$ cat src/rtl/hazard_mc.sv
// Hazard unit for a 5-stage MIPS pipeline.
// Covers operand forwarding, load-use and branch stalls, and per-channel
// control of multi-cycle execute units (fixed-latency or done-handshake),
// with a pipeline-wide abort that cancels any unit still busy.
module hazard_mc #(
    parameter int unsigned               REG_AW   = 5,
    parameter int unsigned               NUM_MC   = 2,
    parameter int unsigned               CNT_W    = 6,
    parameter logic [NUM_MC-1:0]         MC_FIXED = 2'b10,
    parameter logic [NUM_MC*CNT_W-1:0]   MC_LAT   = {6'd32, 6'd0}
) (
    input  logic              clk,
    input  logic              resetn,
    input  logic [REG_AW-1:0] rsD,
    input  logic [REG_AW-1:0] rtD,
    input  logic [REG_AW-1:0] rsE,
    input  logic [REG_AW-1:0] rtE,
    input  logic [REG_AW-1:0] writeregE,
    input  logic [REG_AW-1:0] writeregM,
    input  logic [REG_AW-1:0] writeregW,
    input  logic              regwriteE,
    input  logic              regwriteM,
    input  logic              regwriteW,
    input  logic              memtoregE,
    input  logic              memtoregM,
    input  logic              branchD,
    input  logic [NUM_MC-1:0] mc_reqE,
    input  logic [NUM_MC-1:0] mc_done,
    input  logic              flush_all,
    output logic [NUM_MC-1:0] mc_start,
    output logic [NUM_MC-1:0] mc_cancel,
    output logic [NUM_MC-1:0] mc_busy,
    output logic              stallF,
    output logic              stallD,
    output logic              stallE,
    output logic              flushD,
    output logic              flushE,
    output logic              flushM,
    output logic [1:0]        forwardaE,
    output logic [1:0]        forwardbE,
    output logic              forwardaD,
    output logic              forwardbD
);

    // DONE lasts one cycle: it is the cycle in which E is released, and the
    // still-asserted request belongs to the finished instruction.
    typedef enum logic [1:0] {
        S_IDLE,
        S_BUSY,
        S_DONE
    } mc_state_e;

    mc_state_e        state_q [NUM_MC];
    mc_state_e        state_d [NUM_MC];
    logic [CNT_W-1:0] cnt_q   [NUM_MC];
    logic [CNT_W-1:0] cnt_d   [NUM_MC];

    logic [NUM_MC-1:0] start_c;
    logic [NUM_MC-1:0] cancel_c;
    logic [NUM_MC-1:0] busy_c;
    logic [NUM_MC-1:0] stall_c;
    logic              lwstall;
    logic              branchstall;
    logic              mc_stall;

    // Load-use and branch-operand hazards seen from D.
    always_comb begin
        lwstall = memtoregE && regwriteE && (writeregE != '0) &&
                  ((rsD == writeregE) || (rtD == writeregE));
        branchstall = branchD &&
            ((regwriteE && (writeregE != '0) &&
              ((writeregE == rsD) || (writeregE == rtD))) ||
             (memtoregM && (writeregM != '0) &&
              ((writeregM == rsD) || (writeregM == rtD))));
    end

    // Per-channel next state, counter, start/cancel pulses and stall request.
    always_comb begin
        for (int i = 0; i < NUM_MC; i++) begin
            // NOTE: every signal driven here gets a default first so no path
            // leaves it unassigned, which would otherwise infer a latch.
            state_d[i]  = state_q[i];
            cnt_d[i]    = cnt_q[i];
            start_c[i]  = 1'b0;
            cancel_c[i] = 1'b0;
            busy_c[i]   = (state_q[i] == S_BUSY);
            stall_c[i]  = ((state_q[i] == S_IDLE) && mc_reqE[i]) ||
                          (state_q[i] == S_BUSY);
            if (flush_all) begin
                state_d[i]  = S_IDLE;
                cnt_d[i]    = '0;
                cancel_c[i] = (state_q[i] == S_BUSY);
            end else begin
                case (state_q[i])
                    S_IDLE: begin
                        if (mc_reqE[i]) begin
                            start_c[i] = 1'b1;
                            cnt_d[i]   = MC_LAT[i*CNT_W +: CNT_W] - CNT_W'(1);
                            state_d[i] = S_BUSY;
                        end
                    end
                    S_BUSY: begin
                        if (MC_FIXED[i]) begin
                            if (cnt_q[i] == '0) state_d[i] = S_DONE;
                            else                cnt_d[i]   = cnt_q[i] - CNT_W'(1);
                        end else if (mc_done[i]) begin
                            state_d[i] = S_DONE;
                        end
                    end
                    S_DONE:  state_d[i] = S_IDLE;
                    default: state_d[i] = S_IDLE;
                endcase
            end
        end
        mc_stall = |stall_c;
    end

    // Channel state registers with synchronous reset.
    always_ff @(posedge clk) begin
        if (!resetn) begin
            // NOTE: the per-channel registers are a handful of flops, not a
            // RAM, so clearing them in reset costs nothing and keeps the
            // counters well-defined.
            for (int i = 0; i < NUM_MC; i++) begin
                state_q[i] <= S_IDLE;
                cnt_q[i]   <= '0;
            end
        end else begin
            // NOTE: non-blocking assignments so every flop samples the
            // pre-edge values regardless of statement order.
            for (int i = 0; i < NUM_MC; i++) begin
                state_q[i] <= state_d[i];
                cnt_q[i]   <= cnt_d[i];
            end
        end
    end

    // Output decode: forwarding, stalls and flushes; abort wins, reset zeros all.
    always_comb begin
        forwardaE = 2'b00;
        forwardbE = 2'b00;
        forwardaD = 1'b0;
        forwardbD = 1'b0;
        stallF    = 1'b0;
        stallD    = 1'b0;
        stallE    = 1'b0;
        flushD    = 1'b0;
        flushE    = 1'b0;
        flushM    = 1'b0;
        mc_start  = '0;
        mc_cancel = '0;
        mc_busy   = '0;
        if (resetn) begin
            if ((rsE != '0) && regwriteM && (rsE == writeregM))      forwardaE = 2'b10;
            else if ((rsE != '0) && regwriteW && (rsE == writeregW)) forwardaE = 2'b01;
            if ((rtE != '0) && regwriteM && (rtE == writeregM))      forwardbE = 2'b10;
            else if ((rtE != '0) && regwriteW && (rtE == writeregW)) forwardbE = 2'b01;
            forwardaD = (rsD != '0) && (rsD == writeregM) && regwriteM;
            forwardbD = (rtD != '0) && (rtD == writeregM) && regwriteM;
            mc_busy   = busy_c;
            if (flush_all) begin
                flushD    = 1'b1;
                flushE    = 1'b1;
                flushM    = 1'b1;
                mc_cancel = cancel_c;
            end else begin
                stallE   = mc_stall;
                stallF   = lwstall || branchstall || mc_stall;
                stallD   = lwstall || branchstall || mc_stall;
                // A bubble over a held E would destroy the multi-cycle op.
                flushE   = (lwstall || branchstall) && !mc_stall;
                mc_start = start_c;
            end
        end
    end

endmodule
$ cat config.mk
export PLATFORM = sky130hd
export DESIGN_NAME = hazard_mc
export DESIGN_NICKNAME = d
export VERILOG_FILES = /design/src/rtl/hazard_mc.sv
export SDC_FILE = /design/constraint.sdc
export NUM_CORES = 1
export LEC_CHECK = 0
export CORE_MARGIN = 3
export CORE_UTILIZATION = 35
export DETAILED_ROUTE_END_ITERATION = 6
export MAX_ROUTING_LAYER = met4
export PLACE_DENSITY_LB_ADDON = 0.12
export SLEW_MARGIN = 20
export SYNTH_ARGS = -nofsm -noshare
export SYNTH_HDL_FRONTEND = slang
export SYNTH_SLANG_ARGS = --single-unit
$ cat constraint.sdc
create_clock -name clk -period 2.05 [get_ports clk]
set_input_delay 0.41 -clock clk [delete_from_list [all_inputs] [get_ports clk]]
set_output_delay 0.41 -clock clk [all_outputs]
set_load 0.005 [all_outputs]
## After elaboration in Yosys (flattened, before gate mapping)

Memory sizes are Yosys's and may differ from the RTL's.
Index checks and enable logic that the tools add are counted.

| cells by class | value |
|---|---|
| reductions and logical operators | 43 |
| multiplexer cells | 46 |
| add/sub/neg operators | 1 |
| bitwise logic cells | 4 |
| equal/unequal tests | 16 |

Operators with widths:

| operator | number |
|---|---|
| $eq 5x5->1 | 12 |
| $mux 6 | 8 |
| $mux 2 | 17 |
| $reduce_bool 5->1 | 6 |
| $logic_and 1x1->1 | 23 |
| $mux 1 | 18 |
| $pmux 6 s2 | 1 |
| $logic_or 1x1->1 | 8 |
| $pmux 2 s2 | 2 |
| $logic_not 6->1 | 1 |
| $sub 6x1->6 const B | 1 |
| $eq 2x1->1 const B | 2 |
| $logic_not 2->1 | 2 |
| $or 1x1->1 | 4 |
| $ne 3x3->1 const B | 1 |
| $reduce_and 3->1 | 1 |
| $ne 2x2->1 const B | 1 |
| $reduce_or 2->1 | 1 |
| $logic_not 1->1 | 1 |

| storage, ports and cells | value |
|---|---|
| bits of input ports | 48 |
| memories | 2 |
| memory bits (writable) | 16 |
| output and inout bits | 18 |
| word-level logic and storage cells | 112 |
| register bits after elaboration | 0 |

Memory list:

| name | words | width | rd ports | clocked after memory_dff | write ports | line | RTL |
|---|---|---|---|---|---|---|---|
| cnt_q | 2 | 6 | 1 | 0 | 2 | 55 | `logic [CNT_W-1:0] cnt_q [NUM_MC];` |
| state_q | 2 | 2 | 2 | 0 | 2 | 53 | `mc_state_e state_q [NUM_MC];` |

## Longest topological paths before layout

Gate-level depths: netlist (run 1).

| logic depth | value |
|---|---|
| depth in word-level cells | 9 |
| gate-level depth with buffers | 7 |
| gate-level depth less buffers | 5 |

## Worst setup path after synthesis (run 1)

Ideal clock, no wire load.

| path | value |
|---|---|
| path type | input port to output port |
| start point | input writeregM[0] |
| end point | output stallF |
| path buffers | 2 |
| setup slack | -0.060 ns |
| data arrival time | 1.700 ns |
| stages on the path | 6 |
| required time | 1.640 ns |
| path through | buf_6 -> or3_1 -> o311a_1 -> o21a_1 -> o31a_1 -> buf_4 |

| on the way | value |
|---|---|
| longest elaborated chain between the ends | 9 |
| elaborated cells between the ends (all ways) | 12 |
| those cells by class | eq/ne (2); mux (2); reduce/logical (8) |

Ends and longest elaborated chain:

| item | line | RTL |
|---|---|---|
| start, declared | 19 | `input logic [REG_AW-1:0] writeregM,` |
| $eq 5x5->1 or $reduce_bool 5->1 (tied branches) | 74, 73 |  |
| $logic_or 1x1->1 or $logic_and 1x1->1 (tied branches) | 74, 73 |  |
| $logic_and 1x1->1 * | 73 | `(memtoregM && (writeregM != '0) &&` |
| $logic_or 1x1->1 * | 72 | `((writeregE == rsD) \|\| (writeregE == rtD))) \|\|` |
| $logic_and 1x1->1 * | 70 | `branchstall = branchD &&` |
| $logic_or 1x1->1 * (2 in series) | -- |  |
| $mux 1 * (2 in series) | -- |  |
| end, declared | 33 | `output logic stallF,` |

Every way passes the cells marked *; elsewhere a longest branch is shown, timed or not.

## Worst setup path in the final report (run 1)

| path | value |
|---|---|
| start point | input writeregM[1] |
| end point | output stallD |

| on the way | value |
|---|---|
| longest elaborated chain between the ends | 9 |
| elaborated cells between the ends (all ways) | 12 |
| those cells by class | eq/ne (2); mux (2); reduce/logical (8) |

Ends and longest elaborated chain:

| item | line | RTL |
|---|---|---|
| $eq 5x5->1 or $reduce_bool 5->1 (tied branches) | 74, 73 |  |
| $logic_or 1x1->1 or $logic_and 1x1->1 (tied branches) | 74, 73 |  |
| $logic_and 1x1->1 * | 73 |  |
| $logic_or 1x1->1 * | 72 |  |
| $logic_and 1x1->1 * | 70 |  |
| $logic_or 1x1->1 * (2 in series) | 169 | `stallD = lwstall \|\| branchstall \|\| mc_stall;` |
| $mux 1 * | 161 | `if (flush_all) begin` |
| $mux 1 * | 153 | `if (resetn) begin` |
| end, declared | 34 | `output logic stallD,` |

Marked as above.

==> run summary, run 1 <==
The combinational share of power came out at 50.8%. The total congestion overflow came out at 0. The post-route clock skew came out at 0.00373 ns. The utilization of the core after routing came out at 73.6%. In the final layout, the share of cells above drive strength 1 is 44.4%. Once detail routing completed, the nets flagged for antenna violations numbered 0. The number of violations of the max-capacitance limit came out at 0. The unique cell type count in the Yosys netlist is 39. The sequential cell fraction of total power came out at 30.5%. The total number of nets in the final design is 299. The depth of the CTS H-tree is 1. The die is 64.5 microns wide. The final period utilization came out at 103%. The most used flip-flop cell after synthesis is edfxtp_1. The internal power summed over all cells came out at 0.000519 W. The critical path in this run is classified as in2out.

The final reports fail on negative setup slack. The transition time at the pin with the least slew margin came out at 0.351 ns. The longest clock path from root to sink contains 2 buffers. The xor and xnor fraction of the mapped netlist area is 32.2%. The per-cell via count in the routed design came out at 5.02. Entering global routing, the biggest net connects 11 pins. The fraction of power consumed by the clock network came out at 18.6%. The final critical-path required period is 2.11 ns. For this design, the slowest cell found on the critical path is or3_1. The number of antenna diodes in the final layout is 0. The setup slack after placement is -0.929 ns. The number of global-route vias before repair is 1537. The final-layout fill cell count is 250.

The congestion estimate from routability-driven global placement came to 0.901. The worst path arrival time is 1.70 ns. Summing the areas of all compound-gate instances in the mapped netlist gives 12.6% of the synthesized area.

The clock drives 10 sinks. The cell count after synthesis is 142. By area, the combinational part of the netlist is dominated by XOR/XNOR gates.

Headroom to the max-slew limit came out at 76.0%. The upper clock frequency limit is 0.473 GHz. During placement, the flow inserted port buffers numbering 64. At the worst endpoint, the required time is 1.64 ns. Of the total synthesized cell area, the portion taken by full adders, half adders and majority gates is 2.09%. The kind of capture point of the worst setup path is an output port. The number of hold violations in the final report was 0. After synthesis the cells add up to 1200 sq um.

The worst-case IR drop observed on VDD is 0.000233 V. Setup repair after global routing could not meet its margin everywhere. In this run the worst path has a maximum fanout of 3. The sequential area share after synthesis is 21.7%. The global-route wire length before repair is 6760 microns.

The post-detailed-route wirelength per cell came out at 14.8 microns. The total power density per cell area is 333 nW/um^2. The largest stage delay on the critical path came out at 0.36 ns. The number of antenna violations at the first check in global routing came out at 0.

The number of nets in the synthesized netlist is 192. The run finished, with violations left. The die outline area came out at 4160 sq um. The aggregate global-route resource usage is 20.7%.

For this design, the CTS-stage hold fixing added 0 buffers. The number of DRC violations after detailed routing came out at 0. The insertion delay to the later sink of the worst-skew pair came out at 0.27 ns.

The share of cell area taken by muxes after synthesis came out at 0%. The y dimension of the die came out at 64.5 microns. A synthesized cell averages 8.43 sq um. Broken down by cell family, the worst path's largest delay share belongs to compound AO/OA/AOI/OAI gates. The HPWL after detailed placement came out at 3510 microns. The initial cell density of the core came out at 38.0%. TritonCTS built the clock tree. The total clock buffers created by CTS is 3. The number of enable flip-flop cells after synthesis came out at 6. The leakage power summed over all cells is 1.02 nW. 66 I/O pins were placed. Hold is met by 0.559 ns. The proportion of total power due to net switching came out at 32.9%. The final setup violation count is 4.

Across all setup checks in the final design, the least slack found is -0.0622 ns. Summing over every cut layer, the via total after detailed routing is 1467. The initialized floorplan defines 20 standard-cell rows. Of the total synthesized cell area, the portion taken by AND, OR, NAND and NOR gates is 25.2%. The core region is 3150 sq um.

The path class of the tightest hold or removal check is in2reg. The combined buffer and inverter count along the critical path is 2. The clock transition at the registers of the reported paths is 0.07 ns.

The layout overhead on the synthesized area came out at 93.8%. The library cells used most frequently in the layout, excluding fill and tap cells, are buf_4 (41), xnor2_1 (22), xor2_1 (18). The count of warnings emitted by yosys is 0. Walking the worst path, the cells encountered are buf_8, or3_1, o311a_1, o21a_1, o31a_1, buf_2. The fraction of synthesis flops using an asynchronous set or reset pin is 0%.

The tree is rooted in a clkbuf_4. The net switching power is 0.000255 W. The total wire length is 4320 microns.

The number of design-rule violations left by the first detailed-router iteration is 50. Leaving out fill and tap cells, the most frequent cell in the layout is buf_4. The max-slew violation count is 0. The count of state elements after synthesis is 10. The element type at the critical path start is a primary input. The number of optimization iterations in the first detailed-route pass is 4.
## tightest hold or removal path, delay by kind of cell
kind | cells | cell delay [ns]
and+or+nand+nor | 1 | 0.14
AOI/OAI and AO/OA | 1 | 0.08
buffers and inverters | 1 | 0.14
## power by group through the flow
stage	sequential (W)	clock (W)	combinational, W
after global placement	0.000240	0	0.000355
after global routing	0.000237	0.000166	0.000422
final	0.000236	0.000144	0.000393
after detailed placement	0.000240	0	0.000363
after CTS	0.000236	0.000149	0.000370
after floorplan	0.000239	0	0.000151
## metrics by stage
stage / power (W) / cells / TNS, ns / instance area [sq um]
3_3_place_gp: 0.000594 / 279 / -8.15 / 2120
4_1_cts: 0.000755 / 287 / -0.469 / 2240
5_1_grt: 0.000825 / 292 / -0.437 / 2320
6_report: 0.000773 / 292 / -0.169 / 2320
3_5_place_dp: 0.000604 / 279 / -8.82 / 2120
2_1_floorplan: 0.000390 / 142 / -0.0228 / 1200
## flip-flops by register name, summed over array words and instances, names as in the netlist
name / count
state_q: 4
cnt_q: 6
## routing by layer
metal  global-route usage, %  up-vias  part of all wire (%)
li1                        -      717                     -
met1                    22.7      709                    41
met2                    39.7       41                    55
met3                    3.81        0                   4.4
met4                    2.64        0                     0
met5                       -        -                     0
## area by class of cell
cell class | instances | area [sq um] | share of cell area [%]
inverters | 3 | 11.3 | 0.485
clock buffers | 3 | 22.5 | 0.970
multi-input cells | 119 | 1050 | 45.3
repair buffers | 112 | 917 | 39.5
well taps | 44 | 55.1 | 2.37
flip-flops and latches | 10 | 260 | 11.2
clock inverters | 1 | 3.75 | 0.162
## synth_stat cells, types with 3 or more instances
master / instances / area, sq um
nor3_1: 5 / 25.0
dfxtp_1: 4 / 80.1
xor2_1: 20 / 175
nor4_1: 4 / 25.0
nor2_1: 10 / 37.5
xnor2_1: 24 / 210
nand4_1: 4 / 25.0
clkbuf_1: 4 / 15.0
or4_1: 5 / 37.5
edfxtp_1: 6 / 180
nand3_1: 4 / 20.0
nor2b_1: 3 / 18.8
and2_1: 3 / 18.8
inv_1: 3 / 11.3
a21oi_1: 5 / 25.0
nand2_1: 5 / 18.8
## final timing paths
path | from | to | slack, ns | depth (start not counted)
hold / removal | mc_reqE[0] | state_q[0][0]$_SDFFE_PP0P_ | 0.56 | 3
setup reg to reg | cnt_q[1][0]$_SDFFCE_PN0P_ | cnt_q[1][5]$_SDFFCE_PP0P_ | 0.51 | 5
setup / recovery | writeregM[1] | stallD | -0.06 | 6
hold reg to reg | state_q[0][0]$_SDFFE_PP0P_ | state_q[0][0]$_SDFFE_PP0P_ | 0.57 | 2
## timing repair
action                     CTS  global route
setup buffers                4             5
setup endpoints to repair   18            12
gates resized for setup    150            35
pin swaps                   27            27
cloned                       0             0
## cell families after synthesis
group,count (synthesis)
compound gates,20
simple gates,53
xor+xnor,44
buf+inv,13
fa+ha+maj,2
flops,10
No activity file was read; power rests on OpenSTA's default activity.
==> run 2, diff against run 1 <==
--- a/config.mk
+++ b/config.mk
@@ -5,6 +5,7 @@
 export SDC_FILE = /design/constraint.sdc
 export NUM_CORES = 1
 export LEC_CHECK = 0
+export CAP_MARGIN = 20
 export CORE_MARGIN = 3
 export CORE_UTILIZATION = 35
 export DETAILED_ROUTE_END_ITERATION = 6
==> results of run 2 <==
Final layout, timing and power as in run 1 (identical DEF).
